--- config.mk ---
export PLATFORM = sky130hd
export DESIGN_NAME = pwm_fade_scheduler
export DESIGN_NICKNAME = d
export VERILOG_FILES = /design/src/rtl/pwm_pkg.sv /design/src/rtl/fade_step_unit.sv /design/src/rtl/pwm_fade_scheduler.sv
export SDC_FILE = /design/constraint.sdc
export NUM_CORES = 1
export LEC_CHECK = 0
export BUFFER_PORTS_ARGS = -buffer_cell sky130_fd_sc_hd__buf_2
export CAP_MARGIN = 20
export CORE_UTILIZATION = 60
export CTS_BUF_LIST = sky130_fd_sc_hd__clkbuf_4
export DETAILED_ROUTE_END_ITERATION = 12
export GPL_ROUTABILITY_DRIVEN = 1
export GPL_TIMING_DRIVEN = 0
export PLACE_DENSITY = 0.91
export SLEW_MARGIN = 10
export SYNTH_ARGS = -nofsm -noshare
export SYNTH_HDL_FRONTEND = slang
export SYNTH_SLANG_ARGS = --single-unit
--- constraint.sdc ---
create_clock -name clk -period 5.7 [get_ports clk]
set_input_delay 0.285 -clock clk [delete_from_list [all_inputs] [get_ports clk]]
set_output_delay 0.285 -clock clk [all_outputs]
set_load 0.01 [all_outputs]
--- src/rtl/pwm_pkg.sv ---
// Shared definitions for the PWM fade scheduler: level encoding and per-channel fade state.
package pwm_pkg;

    localparam int PWM_LEVEL_W     = 8;
    localparam int PWM_MAX         = 254;
    localparam int LEVEL_ALWAYS_ON = 255;

    typedef enum logic {
        CH_IDLE   = 1'b0,
        CH_FADING = 1'b1
    } ch_state_t;

endpackage

--- src/rtl/fade_step_unit.sv ---
// Combinational next-level calculation for one fade step; the step is clamped at the
// target so the level never overshoots in either direction.
module fade_step_unit
    import pwm_pkg::*;
#(
    parameter int LEVEL_W = PWM_LEVEL_W
) (
    input  logic [LEVEL_W-1:0] current,
    input  logic [LEVEL_W-1:0] target,
    input  logic [LEVEL_W-1:0] step,
    output logic [LEVEL_W-1:0] next_level,
    output logic               reached
);

    logic [LEVEL_W-1:0] eff_step;
    logic [LEVEL_W:0]   wide_cur;
    logic [LEVEL_W:0]   wide_tgt;
    logic [LEVEL_W:0]   wide_step;
    logic [LEVEL_W:0]   up_sum;
    logic [LEVEL_W:0]   down_gap;

    always_comb begin
        eff_step  = (step == '0) ? LEVEL_W'(1) : step;
        wide_cur  = {1'b0, current};
        wide_tgt  = {1'b0, target};
        wide_step = {1'b0, eff_step};
        up_sum    = wide_cur + wide_step;
        down_gap  = wide_cur - wide_tgt;
        reached   = (current == target);
        next_level = current;
        if (wide_tgt > wide_cur) begin
            next_level = (up_sum >= wide_tgt) ? target : up_sum[LEVEL_W-1:0];
        end else if (wide_tgt < wide_cur) begin
            // down_gap is only meaningful here, where current > target
            next_level = (wide_step >= down_gap) ? target : current - eff_step;
        end
    end

endmodule

--- src/rtl/pwm_fade_scheduler.sv ---
// Round-robin fade engine: one shared step unit walks every channel toward its target,
// and levels reach the PWM comparators only on period boundaries.
module pwm_fade_scheduler
    import pwm_pkg::*;
#(
    parameter int NUM_CH  = 2,
    parameter int LEVEL_W = PWM_LEVEL_W,
    parameter int RATE_W  = 8
) (
    input  logic                      clk,
    input  logic                      reset_n,
    input  logic                      period_start,
    input  logic                      cmd_valid,
    output logic                      cmd_ready,
    input  logic [1:0]                cmd_ch,
    input  logic [LEVEL_W-1:0]        cmd_target,
    input  logic [LEVEL_W-1:0]        cmd_step,
    input  logic [RATE_W-1:0]         cmd_rate,
    output logic [NUM_CH*LEVEL_W-1:0] level_out,
    output logic [NUM_CH-1:0]         busy,
    output logic [NUM_CH-1:0]         done
);

    logic               cmd_ready_reg;
    logic [1:0]         idx_reg;
    logic               cmd_fire;
    logic [LEVEL_W-1:0] cur_arr  [NUM_CH];
    logic [LEVEL_W-1:0] tgt_arr  [NUM_CH];
    logic [LEVEL_W-1:0] step_arr [NUM_CH];
    logic [LEVEL_W-1:0] sel_cur;
    logic [LEVEL_W-1:0] sel_tgt;
    logic [LEVEL_W-1:0] sel_step;
    logic [LEVEL_W-1:0] sel_next;
    logic               sel_reached;

    // Out-of-range channels are still handshaked so the master never stalls on them
    assign cmd_fire  = cmd_valid && cmd_ready_reg && (int'(cmd_ch) < NUM_CH);
    assign cmd_ready = cmd_ready_reg;

    always_ff @(posedge clk or negedge reset_n) begin
        if (!reset_n) begin
            cmd_ready_reg <= 1'b0;
            idx_reg       <= '0;
        end else begin
            cmd_ready_reg <= 1'b1;
            idx_reg       <= (idx_reg == 2'(NUM_CH - 1)) ? 2'd0 : idx_reg + 2'd1;
        end
    end

    always_comb begin
        sel_cur  = '0;
        sel_tgt  = '0;
        sel_step = '0;
        for (int i = 0; i < NUM_CH; i++) begin
            if (idx_reg == 2'(i)) begin
                sel_cur  = cur_arr[i];
                sel_tgt  = tgt_arr[i];
                sel_step = step_arr[i];
            end
        end
    end

    fade_step_unit #(
        .LEVEL_W (LEVEL_W)
    ) u_step (
        .current    (sel_cur),
        .target     (sel_tgt),
        .step       (sel_step),
        .next_level (sel_next),
        .reached    (sel_reached)
    );

    for (genvar gi = 0; gi < NUM_CH; gi++) begin : g_ch
        logic [LEVEL_W-1:0] cur_reg;
        logic [LEVEL_W-1:0] tgt_reg;
        logic [LEVEL_W-1:0] step_reg;
        logic [RATE_W-1:0]  rate_reg;
        logic [RATE_W-1:0]  pre_reg;
        logic [LEVEL_W-1:0] level_reg;
        ch_state_t          state_reg;
        logic               done_reg;
        logic               visit;
        logic               load;

        assign visit = (idx_reg == 2'(gi));
        assign load  = cmd_fire && (cmd_ch == 2'(gi));

        always_ff @(posedge clk or negedge reset_n) begin
            if (!reset_n) begin
                cur_reg   <= '0;
                tgt_reg   <= '0;
                step_reg  <= '0;
                rate_reg  <= '0;
                pre_reg   <= '0;
                level_reg <= '0;
                state_reg <= CH_IDLE;
                done_reg  <= 1'b0;
            end else begin
                done_reg <= 1'b0;
                // Nonblocking read publishes the level as it stood before this cycle's step
                if (period_start) begin
                    level_reg <= cur_reg;
                end
                if (load) begin
                    tgt_reg   <= cmd_target;
                    step_reg  <= cmd_step;
                    rate_reg  <= cmd_rate;
                    pre_reg   <= '0;
                    state_reg <= CH_FADING;
                end else if (visit && state_reg == CH_FADING) begin
                    if (sel_reached) begin
                        state_reg <= CH_IDLE;
                        done_reg  <= 1'b1;
                    end else if (pre_reg == rate_reg) begin
                        pre_reg <= '0;
                        cur_reg <= sel_next;
                    end else begin
                        pre_reg <= pre_reg + 1'b1;
                    end
                end
            end
        end

        assign cur_arr[gi]  = cur_reg;
        assign tgt_arr[gi]  = tgt_reg;
        assign step_arr[gi] = step_reg;
        assign level_out[gi*LEVEL_W +: LEVEL_W] = level_reg;
        assign busy[gi] = (state_reg == CH_FADING);
        assign done[gi] = done_reg;
    end

endmodule

# After elaboration in Yosys (flattened, before gate mapping)
# Index checks and enable logic that the tools add are counted.
# W data, S select, Z words.
totals:
  reg_bits: 103
  inputBits: 30
  elab_cells: 88
op_classes:
  add_sub_neg: 6
  n_lt_le_gt_ge: 5
  n_eq_ne: 7
  mux: 30
  n_bitwise: 3
  reduce_logical: 19
ops:
  columns: ["cell", "count"]
  rows:
  - ["$mux W8", 19]
  - ["$eq A8 B8 Y1", 3]
  - ["$add A8 B1 Y8 const B", 2]
  - ["$mux W1", 10]
  - ["$add A8 B8 Y9", 1]
  - ["$ge A8 B9 Y1", 1]
  - ["$ge A9 B8 Y1", 1]
  - ["$sub A8 B8 Y9", 1]
  - ["$gt A8 B8 Y1", 1]
  - ["$logic_not A8 Y1", 1]
  - ["$lt A8 B8 Y1", 1]
  - ["$reduce_and A2 Y1", 4]
  - ["$reduce_and A4 Y1", 2]
  - ["$reduce_bool A2 Y1", 4]
  - ["$sub A8 B8 Y8", 1]
  - ["$logic_and A1 B1 Y1", 6]
  - ["$eq A2 B1 Y1 const B", 2]
  - ["$logic_not A2 Y1", 2]
  - ["$ne A2 B1 Y1 const B", 2]
  - ["$not A1 Y1", 3]
  - ["$add A2 B1 Y2 const B", 1]
  - ["$lt A2 B2 Y1 const B", 1]
  - ["$mux W2", 1]

# Depth between registers and ports, before layout
# Gate-level depths: netlist (run 1).
depth:
  ltp_word: 9
  ltp_mapped: 21
  depth_no_buf: 19

# Hierarchy
# A second synthesis (run 1) with hierarchy kept.
hier_totals:
  cells_unflattened: 702
  area_unflattened_um2: 6503.7
by_module_without_submodules:
  columns: ["mod", "instances", "cells_each", "area_per_inst_um2", "seq_area_each_um2"]
  rows:
  - ["pwm_fade_scheduler", 1, 463, 4702.0, 2577.5]
  - ["fade_step_unit", 1, 239, 1801.7, 0.0]

# Least setup slack after synthesis (run 1)
# Ideal clock, no wire load.
synth_path:
  path_kind: "reg2reg"
  from: "register idx_reg[0]"
  to: "register g_ch[1].cur_reg[7]"
  setup_time_ps: 121
  arrival_ps: 4609
  required_ps: 5579
  path_slack_ps: 970
  stages_incl_launch_ff: 22
  n_path_buf: 3
  period_less_slack_ps: 4730
  cell_sequence: "dfrtp_1 -> buf_4 -> buf_4 -> buf_4 -> mux2i_1 -> nor2_1 -> o41ai_1 -> ha_1 -> inv_1 -> fa_1 -> nor3_2 -> nor3_2 -> o31ai_4 -> xor2_1 -> ha_1 -> and3_1 -> o2111ai_1 -> o211ai_4 -> a31oi_4 -> mux2_2 -> a22oi_1 -> nand2_1"
synth_between:
  elab_chain_cells: 9
  elab_cells_between_ends: 25
  classes_between: "add/sub (3); order compare (4); eq/ne (2); mux (11); bitwise (1); reduce/logical (4)"
synth_rtl:
  columns: ["item", "line", "rtl"]
  rows:
  - ["from (decl)", "pwm_fade_scheduler.sv:25", "logic [1:0] idx_reg;"]
  - ["from (signal assigned)", "pwm_fade_scheduler.sv:46", "idx_reg <= (idx_reg == 2'(NUM_CH - 1)) ? 2'd0 : idx_reg + 2'd1;"]
  - ["$logic_not A2 Y1", "pwm_fade_scheduler.sv:55", "if (idx_reg == 2'(i)) begin"]
  - ["$mux W8 (2 in series)", "pwm_fade_scheduler.sv:55", null]
  - ["$logic_not A8 Y1", "fade_step_unit.sv:23", "eff_step = (step == '0) ? LEVEL_W'(1) : step;"]
  - ["$mux W8", "fade_step_unit.sv:23", null]
  - ["$add A8 B8 Y9, or another cell as far along", "fade_step_unit.sv:27", "up_sum = wide_cur + wide_step;"]
  - ["$ge A9 B8 Y1 or $mux W8 (tied branches)", "fade_step_unit.sv:32, fade_step_unit.sv:35", null]
  - ["$mux W8, on equally long branches", "fade_step_unit.sv:32, fade_step_unit.sv:33", null]
  - ["$mux W8", "fade_step_unit.sv:31", "if (wide_tgt > wide_cur) begin"]
  - ["to (signal assigned)", "pwm_fade_scheduler.sv:116", "cur_reg <= sel_next;"]
  - ["to (decl)", "pwm_fade_scheduler.sv:74", "logic [LEVEL_W-1:0] cur_reg;"]
# Several ways; a longest one is shown, not always the timed one.
# A chain may end at the register's enable or synchronous reset.

# Worst setup path after layout (run 1)
layout_path:
  from: "register idx_reg[0]"
  to: "register g_ch[1].cur_reg[1]"
# The elaborated chain is that of the path after synthesis.

==> flow_summary.yaml, run 1 <==
run_status:
  status: "finished clean"
critical_path:
  crit_fanout: 10
  start_kind: "flip-flop"
  r2r_start: "idx_reg[0]"
  reg2reg_to: "g_ch[1].cur_reg[1]"
  path_common_cell: "buf_4"
  rrSetupSlack_ps: 320
  path_class: "flip-flop to flip-flop"
  setup.worst_path.end: "g_ch[1].cur_reg[1]"
  cp.required_ps: 6060
  cp_slowest_cell: "o41ai_2"
  startpoint: "idx_reg[0]"
  r2r_cells: 22
  cp_num_buf_inv: 5
  cp.arrival_ps: 5740
  end_kind: "flip-flop"
  crit_path_max_incr_delay_ps: 470
  worstPathCellList: "buf_4, buf_4, buf_4, mux2i_1, nor2_1, o41ai_2, ha_1, inv_1, fa_1, nor3_2, nor3_2, o31ai_4, xor2_1, ha_1, and3_1, o2111ai_1, o211ai_4, a31oi_4, buf_4, nor2_1, a211oi_1, o31ai_1"
  path_delay_family: "compound AO/OA/AOI/OAI gates"
  timing.critical_path.depth: 22
timing:
  rsz0062_at_grt: "false"
  hold_viol_final: 0
  finalSetupViolations: 0
  slew_violations: 0
  tightest_slew_ps: 824
  timing.final.crit_share: 0.944
  slew_headroom: 0.446
  finClkSkew_ps: 22.6
  min_period_ps: 5380
  finalSetupTns_ps: 0
  fmax_ghz: 0.186
  hold_ws_ps: 30.8
power:
  power.internal_mw: 2.02
  clockPowerShare: 0.100
  power.static_leakage_nw: 3.79
  combPwrFrac: 0.607
  switching_share: 0.458
  p_seq_frac: 0.293
  switchingPower_mw: 1.71
  pwr_density_cell_nw_per_um2: 515
  ir_drop_v: 0.000245
synth:
  yosys.area_share.simple: 0.212
  yosys.area_share.xor_xnor: 0.0415
  muxShareOfSynthArea: 0.0897
  synthAdderAreaFrac: 0.0876
  ys_warn_count: 0
  netlist_area_sq_um: 6540
  synth_area_per_cell_sq_um: 8.93
  synth_edf_count: 0
  synth_ff_type: "dfrtp_1"
  synth_compound_area_frac: 0.126
  synth_top_area_share: 0.394
  synth_cells: 733
  synth_top_family_by_area: "simple AND/OR/NAND/NOR gates"
  yosysUniqueCellTypes: 63
  synth_nets: 807
  yosys-top-cells-area: "dfrtp_1 (39%), nand2_1 (11%), ha_1 (7.8%)"
  ys_ff_latch: 103
  synthArstFlopShare: 1.00
  synth_top_area_cell: "dfrtp_1"
  yosysSeqAreaShare: 0.394
routing:
  wire_per_inst_um: 17.2
  drc: 0
  drtIter0Drc: 378
  via_per_inst: 5.86
  wl_um: 16200
  detail_route.first_pass.iterations: 5
  via_count: 5529
  drtAntennaViolNets: 0
clocking:
  clock_sinks: 103
  clk_pin_slew_worst_paths_ps: 160
  cts_tree: "yes"
  worstSkewPairLatency_ps: 470
  cts_max_level: 3
  cts_buffers: 9
  cts_buffer_depth: 2
  clock-root-buffer: "clkbuf_4"
cells_and_area:
  area_growth_pct: 10.4
  ff_latch_area_sq_um: 2580
  fillerInstances: 813
  nets: 878
  multi_input_area_sq_um: 3660
  diodes: 0
  drive_above_1_share: 0.166
global_route:
  grt_start_max_net_pins: 65
  grtUsageTotal: 0.304
  antenna_found_initial: 0
  grt_first_pass_wirelength_um: 26800
  grt_pass1_vias: 5523
  gr-total-overflow: 0
floorplanning:
  die_h_um: 106
  die_x_um: 106
  ios: 51
  initial_core_util: 0.625
  std_cell_rows: 37
  die_area_sq_um: 11300
  core_sq_um: 10500
run:
  cap_viol_max_count: 0
worst_hold_path:
  min_path_cells: 3
  hold_path_class: "input pin to flip-flop"
place:
  place.detailed.hpwl_um: 12600
  globalplace.congestion: 0.968
  portBuffers: 49
cells in the mapped netlist, drive strengths merged (15+ instances only):
cell type  instances
dfrtp            103
mux2              26
ha                41
buf               23
xor2              24
nor2              43
a21oi             16
mux2i             29
clkbuf            15
nand2            192
o21ai             39
inv               29
placed cells by master, fill, tap and decap left out, types with 4 or more instances in the layout:
cell type      Yosys  layout
nand2b_1           9       9
o21ai_0           37      37
a21o_1             7       7
o2111ai_1          4       4
mux2_2            25      25
and3_1             9       9
buf_4             10      12
inv_1             28      28
nor3b_1            4       4
clkbuf_4           0       9
or2_2              6       6
xnor2_1            7       7
dfrtp_1          103     103
clkbuf_1          15      14
o31ai_1           12      12
nor4_1             6       6
ha_1              41      41
nand3_1           11      11
nand2_1          192     192
a211o_1            4       4
xor2_1            24      24
or3_1              6       6
nor2_1            43      43
a21oi_1           15      15
dlygate4sd3_1      0       9
nor2b_1            6       6
mux2i_1           29      29
nor3_1            10      10
buf_2             11      59
power by group through the flow:
| stage | registers [mW] | clock network, mW | logic (mW) |
|---|---|---|---|
| after global routing | 1.12 | 0.404 | 2.47 |
| after CTS | 1.09 | 0.377 | 2.21 |
| final | 1.09 | 0.370 | 2.26 |
| after global placement | 1.09 | 0 | 2.11 |
| after floorplan | 1.09 | 0 | 1.63 |
| after detailed placement | 1.11 | 0 | 2.19 |
layout make-up:
cell class	instances	share of cell area
flip-flops and latches	103	0.357
clock buffers	9	0.00935
plain buffers	38	0.0291
repair buffers	60	0.0516
multi-input cells	563	0.506
inverters	29	0.0151
clock inverters	6	0.00849
well taps	136	0.0236
timing repair:
item,4_1_cts,5_1_grt
setup endpoints to repair,0,16
setup buffers,0,1
hold buffers,9,0
resized for setup,0,3
hold endpoints to repair,47,0
worst min path at each step:
stage	startpoint	endpoint
2_1_floorplan	reset_n	cmd_ready
3_3_place_gp	g_ch[0].step_reg[3]	g_ch[0].step_reg[3]
3_5_place_dp	reset_n	g_ch[1].step_reg[6]
4_1_cts	cmd_target[5]	g_ch[0].tgt_reg[5]
5_1_grt	cmd_step[2]	g_ch[0].step_reg[2]
6_report	cmd_target[6]	g_ch[1].tgt_reg[6]
per-layer routing:
layer | wire (um) | track usage
met1 | 7040 | 0.391
met2 | 8140 | 0.523
met3 | 620 | 0.0417
met4 | 425 | 0.114
met5 | 0 | 0
through the flow:
stage               cells   util  instance area (sq um)  setup WS (ps)  power [mW]
CTS                   943  0.689                   7210            131        3.68
global route          944  0.691                   7220           65.5        4.00
finish                944  0.691                   7220            322        3.72
detailed placement    919  0.668                   6990            182        3.30
floorplan             733      -                   6540            970        2.73
global placement      918  0.665                   6960            262        3.20
worst register-to-register path, stage by stage (launching register included):
cell       delay [ps]
dfrtp_1           350
buf_4             200
buf_4             280
buf_4             280
mux2i_1           240
nor2_1            160
o41ai_2           470
ha_1              240
inv_1              60
fa_1              450
nor3_2            160
nor3_2             90
o31ai_4           310
xor2_1            210
ha_1              270
and3_1            190
o2111ai_1         160
o211ai_4          140
a31oi_4           350
buf_4             190
nor2_1             40
a211oi_1          330
o31ai_1           120
cell families after synthesis:
family / Yosys count
compound gates: 116
xor+xnor: 31
fa+ha+maj: 44
buf+inv: 67
flops: 103
mux: 55
other cells: 1
simple gates: 316
Power figures use the tool's default switching activity.
==> run 2: changes to the inputs <==
--- a/config.mk
+++ b/config.mk
@@ -7,6 +7,7 @@
 export LEC_CHECK = 0
 export BUFFER_PORTS_ARGS = -buffer_cell sky130_fd_sc_hd__buf_2
 export CAP_MARGIN = 20
+export CORE_MARGIN = 1.5
 export CORE_UTILIZATION = 60
 export CTS_BUF_LIST = sky130_fd_sc_hd__clkbuf_4
 export DETAILED_ROUTE_END_ITERATION = 12
==> run 2 against run 1 <==
- die area rose by 1.9%
- flip-flop and latch count unchanged
- via count decreased by 1.3%
- critical path depth shrank 2
- sequential power barely moved
- critical endpoint is now g_ch[1].cur_reg[7]
- final cell count decreased by 1.1%
- non-clock buffer count is 9 lower
- largest power group unchanged
- first-iteration DRC count decreased by 6.6%
- design area decreased by 1.6%
- highest routed layer unchanged
- count of clock-buffer cells in the layout stayed put
==> flow_summary.yaml, run 2 (synthesized netlist as in run 1, its figures left out) <==
floorplanning:
  initial_core_util: 0.625
  ios: 51
  core_sq_um: 10500
  die_h_um: 107
  die_x_um: 107
  die_area_sq_um: 11500
  std_cell_rows: 37
clocking:
  cts_setup_buffers: 0
  clk_pin_slew_worst_paths_ps: 150
  cts_buffer_depth: 2
  cts_tree: "yes"
  cts_buffers: 9
  cts_max_level: 3
  worstSkewPairLatency_ps: 470
  clock_sinks: 103
  clock-root-buffer: "clkbuf_4"
global_route:
  gr-total-overflow: 0
  antenna_found_initial: 0
  grt_first_pass_wirelength_um: 26200
  grtUsageTotal: 0.294
  grt_pass1_vias: 5433
  grt_start_max_net_pins: 68
routing:
  via_count: 5459
  drc: 0
  wire_per_inst_um: 17.2
  detail_route.first_pass.iterations: 7
  drtAntennaViolNets: 0
  wl_um: 16100
  drtIter0Drc: 353
  via_per_inst: 5.84
place:
  globalplace.congestion: 0.926
  place.detailed.hpwl_um: 12300
  portBuffers: 49
timing:
  min_period_ps: 5460
  tightest_slew_ps: 817
  fmax_ghz: 0.183
  timing.final.crit_share: 0.959
  rsz0062_at_grt: "false"
  finClkSkew_ps: 23.9
  slew_violations: 0
  finalSetupTns_ps: 0
  hold_viol_final: 0
  hold_ws_ps: 23.4
  slew_headroom: 0.451
  finalSetupViolations: 0
critical_path:
  cp.required_ps: 6060
  cp_num_buf_inv: 4
  cp.arrival_ps: 5820
  crit_path_max_incr_delay_ps: 460
  worstPathCellList: "buf_2, clkbuf_1, buf_2, nor2_1, o41ai_2, ha_1, inv_1, fa_1, nor3_2, nor3_2, o31ai_4, xor2_1, ha_1, and3_1, o2111ai_1, o211ai_4, a31oi_4, mux2_2, a22oi_1, nand2_1"
  start_kind: "flip-flop"
  path_class: "flip-flop to flip-flop"
  crit_fanout: 10
  path_delay_family: "compound AO/OA/AOI/OAI gates"
  cp_slowest_cell: "o41ai_2"
  end_kind: "flip-flop"
power:
  power.static_leakage_nw: 3.73
  power_mw: 3.65
  ir_drop_v: 0.000349
  pwr_density_cell_nw_per_um2: 513
cells_and_area:
  diodes: 0
  final_cell_mix: "nand2_1 (192), dfrtp_1 (103), buf_2 (59)"
  area_growth_pct: 8.66
  nets: 869
  final_common_cell: "nand2_1"
  drive_above_1_share: 0.167
  fillerInstances: 844
run_status:
  status: "finished clean"
worst_hold_path:
  hold_path_class: "input pin to flip-flop"
run:
  cap_viol_max_count: 0
[run 2: changes by cell type in the layout (fill, tap and decap cells not counted)]
cell           delta
clkinv_1          -2
clkbuf_1          +1
dlygate4sd3_1     -8
inv_6             +1
bufinv_16         -1
inv_8             -1
buf_4             -1
clkinvlp_4        +2
clkbuf_2          -1
[run 2: through the flow]
stage / util / cell area [sq um] / setup slack [ps] / instances
floorplan: - / 6540 / 970 / 733
global placement: 0.665 / 6960 / 313 / 918
detailed placement: 0.668 / 6990 / 274 / 919
CTS: 0.679 / 7100 / 204 / 934
global route: 0.680 / 7110 / 42.4 / 934
finish: 0.680 / 7110 / 235 / 934
[run 2: routing by layer]
metal	up-vias	track usage	routed length, um
li1	2629	-	-
met1	2597	0.365	6730
met2	191	0.503	8000
met3	42	0.0478	804
met4	0	0.133	528
met5	-	0	0
[run 2: final cells by class]
type                       count  area, sq um  area share
tap                          136          170      0.0239
clock inverter                 5         36.3     0.00510
buffer                        38          209      0.0294
sequential                   103         2580       0.362
multi-input combinational    563         3660       0.514
clock buffer                   9         67.6     0.00950
inverter                      29          109      0.0153
timing repair buffer          51          285      0.0401
[run 2: tightest hold or removal path, cell delays in order]
cell     delay [ps]
buf_2            80
nand2_1          40
nand2_1          50
[run 2: what timing repair did]
action	4_1_cts	5_1_grt
hold buffers	1	0
resized for setup	0	1
endpoints found under the setup margin	0	8
hold endpoints to repair	36	0
[run 2: worst paths after layout]
kind                                        end                from  slack (ps)  cells after the start
max reg2reg                  g_ch[1].cur_reg[7]          idx_reg[1]         240                     20
min reg2reg                  g_ch[0].tgt_reg[7]  g_ch[0].tgt_reg[7]         500                      2
max in group asynchronous  g_ch[1].level_reg[2]             reset_n        4690                      3
min in group asynchronous    g_ch[0].cur_reg[5]             reset_n         310                      2
min                          g_ch[1].tgt_reg[5]       cmd_target[5]          20                      3
max                          g_ch[1].cur_reg[7]          idx_reg[1]         240                     20
[run 2: power by group]
part	internal, mW	total [mW]	switching (mW)	leakage (nW)
combinational	0.932	2.23	1.30	2.39
clock	0.0856	0.324	0.239	0.0503
sequential	0.936	1.09	0.154	1.29
total	1.95	3.65	1.70	3.73
==> run 3: changes to the inputs <==
--- a/config.mk
+++ b/config.mk
@@ -7,13 +7,13 @@
 export LEC_CHECK = 0
 export BUFFER_PORTS_ARGS = -buffer_cell sky130_fd_sc_hd__buf_2
 export CAP_MARGIN = 20
-export CORE_MARGIN = 1.5
+export CORE_MARGIN = 4
 export CORE_UTILIZATION = 60
 export CTS_BUF_LIST = sky130_fd_sc_hd__clkbuf_4
 export DETAILED_ROUTE_END_ITERATION = 12
 export GPL_ROUTABILITY_DRIVEN = 1
 export GPL_TIMING_DRIVEN = 0
-export PLACE_DENSITY = 0.91
+export PLACE_DENSITY = 0.8
 export SLEW_MARGIN = 10
 export SYNTH_ARGS = -nofsm -noshare
 export SYNTH_HDL_FRONTEND = slang
==> run 3 against run 2 <==
- die area rose by 9.5%
- via count rose by 2.3%
- final cell count rose by 1.9%
- global-route usage fell by 2.0 points
- power rose by 3.0%
- utilization rose by 2.3 points
- largest cell class unchanged
==> flow_summary.yaml, run 3 (synthesized netlist as in run 1, its figures left out) <==
cells_and_area:
  multi_input_area_sq_um: 3670
  final_cell_mix: "nand2_1 (192), dfrtp_1 (103), buf_2 (59)"
  nets: 887
  diodes: 0
  drive_above_1_share: 0.164
  final_common_cell: "nand2_1"
  area_growth_pct: 12.3
  ff_latch_area_sq_um: 2580
  fillerInstances: 888
routing:
  detail_route.first_pass.iterations: 5
  wl_um: 16600
  wire_per_inst_um: 17.4
  via_count: 5586
  via_per_inst: 5.87
  drc: 0
  drtAntennaViolNets: 0
  drtIter0Drc: 279
floorplanning:
  die_h_um: 112
  die_x_um: 112
  die_area_sq_um: 12600
  core_sq_um: 10500
  std_cell_rows: 37
  initial_core_util: 0.625
  ios: 51
timing:
  rsz0062_at_grt: "false"
  fmax_ghz: 0.186
  timing.final.crit_share: 0.944
  hold_viol_final: 0
  finClkSkew_ps: 12.9
  slew_violations: 0
  finalSetupViolations: 0
  tightest_slew_ps: 675
  min_period_ps: 5380
  finalSetupTns_ps: 0
  slew_headroom: 0.545
critical_path:
  start_kind: "flip-flop"
  crit_fanout: 10
  end_kind: "flip-flop"
  reg2reg_to: "g_ch[1].cur_reg[7]"
  path_class: "flip-flop to flip-flop"
  cp.required_ps: 6060
  rrSetupSlack_ps: 320
  r2r_start: "idx_reg[0]"
  cp.arrival_ps: 5740
  r2r_cells: 21
power:
  ir_drop_v: 0.000432
  power.static_leakage_nw: 3.84
  power_mw: 3.76
  pwr_density_cell_nw_per_um2: 511
clocking:
  cts_buffer_depth: 2
  cts_tree: "yes"
  worstSkewPairLatency_ps: 470
  cts_buffers: 9
  cts_setup_buffers: 0
  clock_sinks: 103
  clk_pin_slew_worst_paths_ps: 150
  cts_max_level: 3
  clock-root-buffer: "clkbuf_4"
place:
  globalplace.congestion: 0.957
  place.detailed.hpwl_um: 12800
  portBuffers: 49
worst_hold_path:
  holdCritStartpoint: "cmd_rate[3]"
  min_path_cells: 3
  whs_endpoint: "g_ch[0].rate_reg[3]"
  hold_path_class: "input pin to flip-flop"
global_route:
  grt_start_max_net_pins: 57
  grt_pass1_vias: 5699
  grtUsageTotal: 0.274
  grt_first_pass_wirelength_um: 27900
  gr-total-overflow: 0
  antenna_found_initial: 0
run_status:
  status: "finished clean"
run:
  cap_viol_max_count: 0
run 3: cell types whose count changed in the layout (fill, tap and decap cells not counted):
cell           change
bufinv_16          +2
clkbuf_1           -1
clkbuf_2           +1
clkbuf_4           +2
clkinv_2           -1
clkinvlp_4         -3
dlygate4sd3_1     +18
o41ai_2            -1
o41ai_4            +1
run 3: area by class of cell:
| class | count | share of cell area |
|---|---|---|
| buffer | 37 | 0.0279 |
| clock buffer | 11 | 0.0112 |
| clock inverter | 3 | 0.00936 |
| inverter | 29 | 0.0148 |
| multi-input combinational | 563 | 0.499 |
| sequential | 103 | 0.351 |
| tap | 136 | 0.0231 |
| timing repair buffer | 70 | 0.0640 |
run 3: metal layers:
| metal | vias to the layer above | track usage | wire length [um] |
|---|---|---|---|
| met5 | - | 0 | 0 |
| met4 | 0 | 0.0962 | 400 |
| met3 | 33 | 0.0345 | 722 |
| met2 | 152 | 0.485 | 8480 |
| met1 | 2741 | 0.345 | 6980 |
| li1 | 2660 | - | - |
run 3: metrics by stage:
| step | instance area (sq um) | worst slack (ps) | hold slack (ps) | cells | utilization |
|---|---|---|---|---|---|
| after global routing | 7350 | 46.0 | 23.4 | 952 | 0.703 |
| after global placement | 6960 | 196 | 458 | 918 | 0.665 |
| final | 7350 | 321 | 24.8 | 952 | 0.703 |
| after detailed placement | 6990 | 57.0 | 356 | 919 | 0.668 |
| after floorplan | 6540 | 970 | -10.6 | 733 | - |
| after CTS | 7330 | 29.6 | 0.0770 | 952 | 0.701 |
run 3: worst max-delay path by stage:
| stage | from | end | slack [ps] | depth (start not counted) |
|---|---|---|---|---|
| final | idx_reg[0] | g_ch[1].cur_reg[7] | 320 | 21 |
| after global routing | idx_reg[0] | g_ch[1].cur_reg[7] | 50 | 21 |
| after CTS | idx_reg[1] | g_ch[1].cur_reg[7] | 30 | 20 |
| after detailed placement | idx_reg[1] | g_ch[1].cur_reg[7] | 60 | 20 |
| after global placement | idx_reg[1] | g_ch[0].cur_reg[3] | 200 | 20 |
| after floorplan | idx_reg[0] | g_ch[1].cur_reg[7] | 970 | 21 |
run 3: where the power goes:
group | total (mW) | internal [mW] | switching (mW) | leakage, nW
clock | 0.419 | 0.185 | 0.234 | 0.0834
sequential | 1.09 | 0.937 | 0.157 | 1.29
combinational | 2.25 | 0.941 | 1.31 | 2.47
total | 3.76 | 2.06 | 1.70 | 3.84
run 3: what timing repair did:
action / 4_1_cts / 5_1_grt
gates resized for setup: 0 / 2
hold buffers: 19 / 0
hold endpoints to repair: 72 / 0
setup endpoints to repair: 0 / 16
run 3: worst max-delay path, stage by stage, from the launching register on:
cell and delay [ps]:
dfrtp_1 350, buf_4 200, buf_4 280, buf_4 290, mux2i_1 250, nor2_1 140, o41ai_4 450, ha_1 230
inv_1 60, fa_1 420, nor3_2 160, nor3_2 100, o31ai_4 300, xor2_1 180, ha_1 260, and3_1 200
o2111ai_1 160, o211ai_4 140, a31oi_4 350, mux2_2 410, a22oi_1 220, nand2_1 80
